$ cat src/rtl/start_sequencer.sv
// start_sequencer: debounced push-button launcher for a downstream fsm with completion timeout and run counter
module start_sequencer #(
  parameter int DEB_CYCLES     = 4,
  parameter int TIMEOUT_CYCLES = 16
) (
  input  logic       clk,
  input  logic       rst_n,
  input  logic       btn_in,
  input  logic       flag_done,
  input  logic       clr_err,
  output logic       start,
  output logic       busy,
  output logic       timeout_err,
  output logic [7:0] run_cnt
);
  typedef enum logic [1:0] {IDLE, FIRE, WAIT, ERR} state_t;
  localparam logic [7:0]  DEB_LAST = 8'(DEB_CYCLES - 1);
  localparam logic [15:0] TO_LAST  = 16'(TIMEOUT_CYCLES - 1);
  state_t      state;
  logic [1:0]  sync_q;
  logic        deb, deb_d, deb_rise;
  logic [7:0]  deb_cnt;
  logic [15:0] tcnt;
  // two-flop synchronizer for the raw button
  always_ff @(posedge clk or negedge rst_n)
    if (!rst_n) sync_q <= '0;
    else sync_q <= {sync_q[0], btn_in};
  // debounce: adopt the synchronized level after DEB_CYCLES consecutive disagreeing samples
  always_ff @(posedge clk or negedge rst_n)
    if (!rst_n) begin
      deb     <= 1'b0;
      deb_cnt <= '0;
    end else if (sync_q[1] == deb) begin
      deb_cnt <= '0;
    end else if (deb_cnt == DEB_LAST) begin
      deb     <= sync_q[1];
      deb_cnt <= '0;
    end else begin
      deb_cnt <= deb_cnt + 8'd1;
    end
  // registered one-cycle pulse on each debounced rising edge
  always_ff @(posedge clk or negedge rst_n)
    if (!rst_n) begin
      deb_d    <= 1'b0;
      deb_rise <= 1'b0;
    end else begin
      deb_d    <= deb;
      deb_rise <= deb & ~deb_d;
    end
  // run control fsm with registered outputs; rises outside IDLE are dropped
  always_ff @(posedge clk or negedge rst_n)
    if (!rst_n) begin
      state       <= IDLE;
      start       <= 1'b0;
      busy        <= 1'b0;
      timeout_err <= 1'b0;
      run_cnt     <= '0;
      tcnt        <= '0;
    end else begin
      case (state)
        IDLE: if (deb_rise) begin
          state <= FIRE;
          start <= 1'b1;
          busy  <= 1'b1;
        end
        FIRE: begin
          state <= WAIT;
          start <= 1'b0;
          tcnt  <= '0;
        end
        WAIT: if (flag_done) begin
          state   <= IDLE;
          busy    <= 1'b0;
          run_cnt <= run_cnt + 8'd1;
        end else if (tcnt == TO_LAST) begin
          state       <= ERR;
          busy        <= 1'b0;
          timeout_err <= 1'b1;
        end else begin
          tcnt <= tcnt + 16'd1;
        end
        ERR: if (clr_err) begin
          state       <= IDLE;
          timeout_err <= 1'b0;
        end
        default: state <= IDLE;
      endcase
    end
endmodule

$ cat config.mk
export PLATFORM = sky130hd
export DESIGN_NAME = start_sequencer
export DESIGN_NICKNAME = d
export VERILOG_FILES = /design/src/rtl/start_sequencer.sv
export SDC_FILE = /design/constraint.sdc
export NUM_CORES = 1
export LEC_CHECK = 0
export ABC_AREA = 0
export CAP_MARGIN = 20
export CORE_MARGIN = 5
export CORE_UTILIZATION = 25
export DETAILED_ROUTE_END_ITERATION = 10
export GPL_TIMING_DRIVEN = 0
export SLEW_MARGIN = 20
export SYNTH_ARGS = -nofsm -noshare
export SYNTH_HDL_FRONTEND = slang
export SYNTH_SLANG_ARGS = --single-unit
$ cat constraint.sdc
create_clock -name clk -period 5.1 [get_ports clk]
set_input_delay 1.275 -clock clk [delete_from_list [all_inputs] [get_ports clk]]
set_output_delay 1.275 -clock clk [all_outputs]
set_load 0.02 [all_outputs]
==> reports/metrics.csv <==
metric,value,unit
WHS,0.355,ns
Die Ht,99.3,um
pwr/cell area,423,nW/um2
post-DP HPWL,2900,um
total leakage power,1.06,nW
CP startpoint kind,primary input,
skew final,0.00933,ns
fmax,327,MHz
CORE AREA,7770,um2
drt first pass iters,4,
Antenna Cells,0,
FF-to-FF path depth,5,
cts repair resizes,0,
storage element area,1050,um2
row count,32,
CTS H-Tree Depth,2,
fin crit share,60.1,%
reg2reg setup slack,2.94,ns
Mapped Cells,197,
worst path arrival time,3.28,ns
synthesis-stage register bit count,42,
slowest cell delay on critical path,0.55,ns
"Primary FF master, synth",dfrtp_1,
Fillers,818,
Crit Path Max Fanout,6,
hold-fix buffers at CTS,0,
Rel. slew slack,30.5,%
clock root cell,clkbuf_8,
CTS Buffer Depth,2,
via count,1514,
Final Hold Fails,0,
area occupied by multi-input gates,887,um2
remaining global-route overflow,0,
syn_nets,205,
CTS tree,yes,
"commonest cells after routing, fill and taps aside","42 x dfrtp_1, 22 x nand2_1, 20 x nand3_1, 14 x clkdlybuf4s50_1, 13 x nor2_1",
Critical Path Slowest Stage Cell,or4_1,
CP top delay family,simple AND/OR/NAND/NOR gates,
Worst path depth,5,
Setup crit end kind,register,
max-cap viol count,0,
largest net degree at the start of global routing,28,
fin util,31.3,%
Syn-to-layout area delta,21.8,%
Finish-stage setup viols,0,
I/O Buffers,15,
status,"complete, no violations",
Post-synth EDFFs,0,
Cell variety after synth,37,
Worst-path clk slew,0.08,ns
Final min period,3.06,ns
crit-path cells,"clkdlybuf4s50_1, or3b_4, or4_1, or3_1, a21oi_1",
Detail Route Antenna Nets,0,
Post-Syn Area,1990,um2
Hold Path Class,reg2reg,
R2R Path End,tcnt[0],
Remaining DRCs,0,
Ports,16,
Die W,99.3,um
asr flop ratio synth,100,%
share of cells above drive strength 1,6.33,%
worst reg2reg startpoint,tcnt[11],
WL per Instance,12.3,um
first-pass GRT wire length,7110,um
Crit path buffers/inverters,1,
gr usage total,8.91,%
Final TNS setup,0,ns
total CTS buffers,5,
post-synthesis sequential area ratio,52.7,%
yosys warns,0,
Slew @ Worst Pin,1.03,ns
Sink Count,42,
setup bufs post-CTS,0,
initial antenna violation count,0,
crit path from,flag_done,
Setup CP Type,in2reg,
Critical Path End,tcnt[14],
"most common cell after layout, fill and taps aside",dfrtp_1,
Final Max Slew Viols,0,
syn_area_per_cell,10.1,um2
CP required,5.32,ns
vias in the first global route,1479,
starting density of the core,25.7,%
Final nets,228,
routability cong.,0.849,
unrepaired setup endpoints after global routing,no,
die area,9860,um2
drt via density,4.69,
routed wire length,3970,um
Worst VDD drop,0.125,mV
worst skew pair latency,0.29,ns
Iter 0 DRT Violations,42,
## registers in the layout, summed over array words and instances, names as in the netlist
name         cells
deb_rise         1
sync_q           2
deb              1
run_cnt          8
busy             1
state            2
deb_cnt          8
timeout_err      1
deb_d            1
tcnt            16
start            1
## worst min-delay path by stage
stage	slack (ns)	cells after the start	start	end
after floorplan	0.33	0	sync_q[0]	sync_q[1]
after global placement	0.33	0	sync_q[0]	sync_q[1]
after detailed placement	0.34	0	sync_q[0]	sync_q[1]
after CTS	0.36	0	sync_q[0]	sync_q[1]
after global routing	0.38	0	sync_q[0]	sync_q[1]
final	0.36	0	sync_q[0]	sync_q[1]
## kinds of logic after synthesis
kind of cell | count (synthesis) | synth area share [%]
AND/OR/NAND/NOR | 93 | 24.3
flip-flops | 42 | 52.7
XOR/XNOR | 15 | 6.59
AO/OA/AOI/OAI | 26 | 8.66
adder cells (fa/ha/maj) | 3 | 1.88
buffers and inverters | 12 | 2.82
multiplexers | 6 | 3.07
## layer usage
layer | GRT usage, % | wire, um | vias up
met5 | 0 | 0 | -
met4 | 4.41 | 77 | 0
met3 | 2.10 | 108 | 6
met2 | 13.3 | 1830 | 20
met1 | 12.1 | 1960 | 724
li1 | - | - | 764
## per-stage QoR
| stage | power [mW] | std cells | instance area, um2 | setup WS (ns) |
|---|---|---|---|---|
| finish | 1.03 | 323 | 2430 | 2.04 |
| floorplan | 0.606 | 197 | 1990 | 2.42 |
| global route | 1.10 | 323 | 2430 | 1.95 |
| CTS | 1.04 | 323 | 2430 | 2.03 |
| global placement | 0.707 | 314 | 2270 | 1.62 |
| detailed placement | 0.712 | 315 | 2290 | 1.75 |
## area by class of cell
cell class                      count  area share (%)
Buffer                              5            1.24
Clock buffer                        6            3.40
Clock inverter                      2            2.47
Inverter                            7            1.08
Multi-Input combinational cell    143            36.5
Sequential cell                    42            43.3
Tap cell                          102            5.25
Timing Repair Buffer               16            6.80
## cell usage after synthesis (all sizes together), types with 2 or more instances
library cell  instances  area share (%)
nor4                  4             1.3
o21ai                 7             1.8
inv                   7             1.3
a31oi                 4             1.3
a21oi                 3            0.75
buf                   2            0.94
nand3                20             5.0
xnor2                 6             2.6
or4                   3             1.1
nor3                  7             1.8
xor2                  9             4.0
nand2                22             4.1
ha                    3             1.9
or3                   4             1.3
dfrtp                42              53
o41ai                 2            0.88
o311ai                4             1.8
o211ai                3             1.1
and3                  3            0.94
and4                  2            0.88
nand4                 7             2.2
nor2                 13             2.4
mux2i                 5             2.5
clkbuf                3            0.56
## where the power goes
| group | total (mW) | internal (mW) | switching (mW) |
|---|---|---|---|
| clock | 0.325 | 0.209 | 0.116 |
| combinational | 0.255 | 0.113 | 0.142 |
| sequential | 0.447 | 0.392 | 0.0545 |
(Power assumes the default switching activity.)
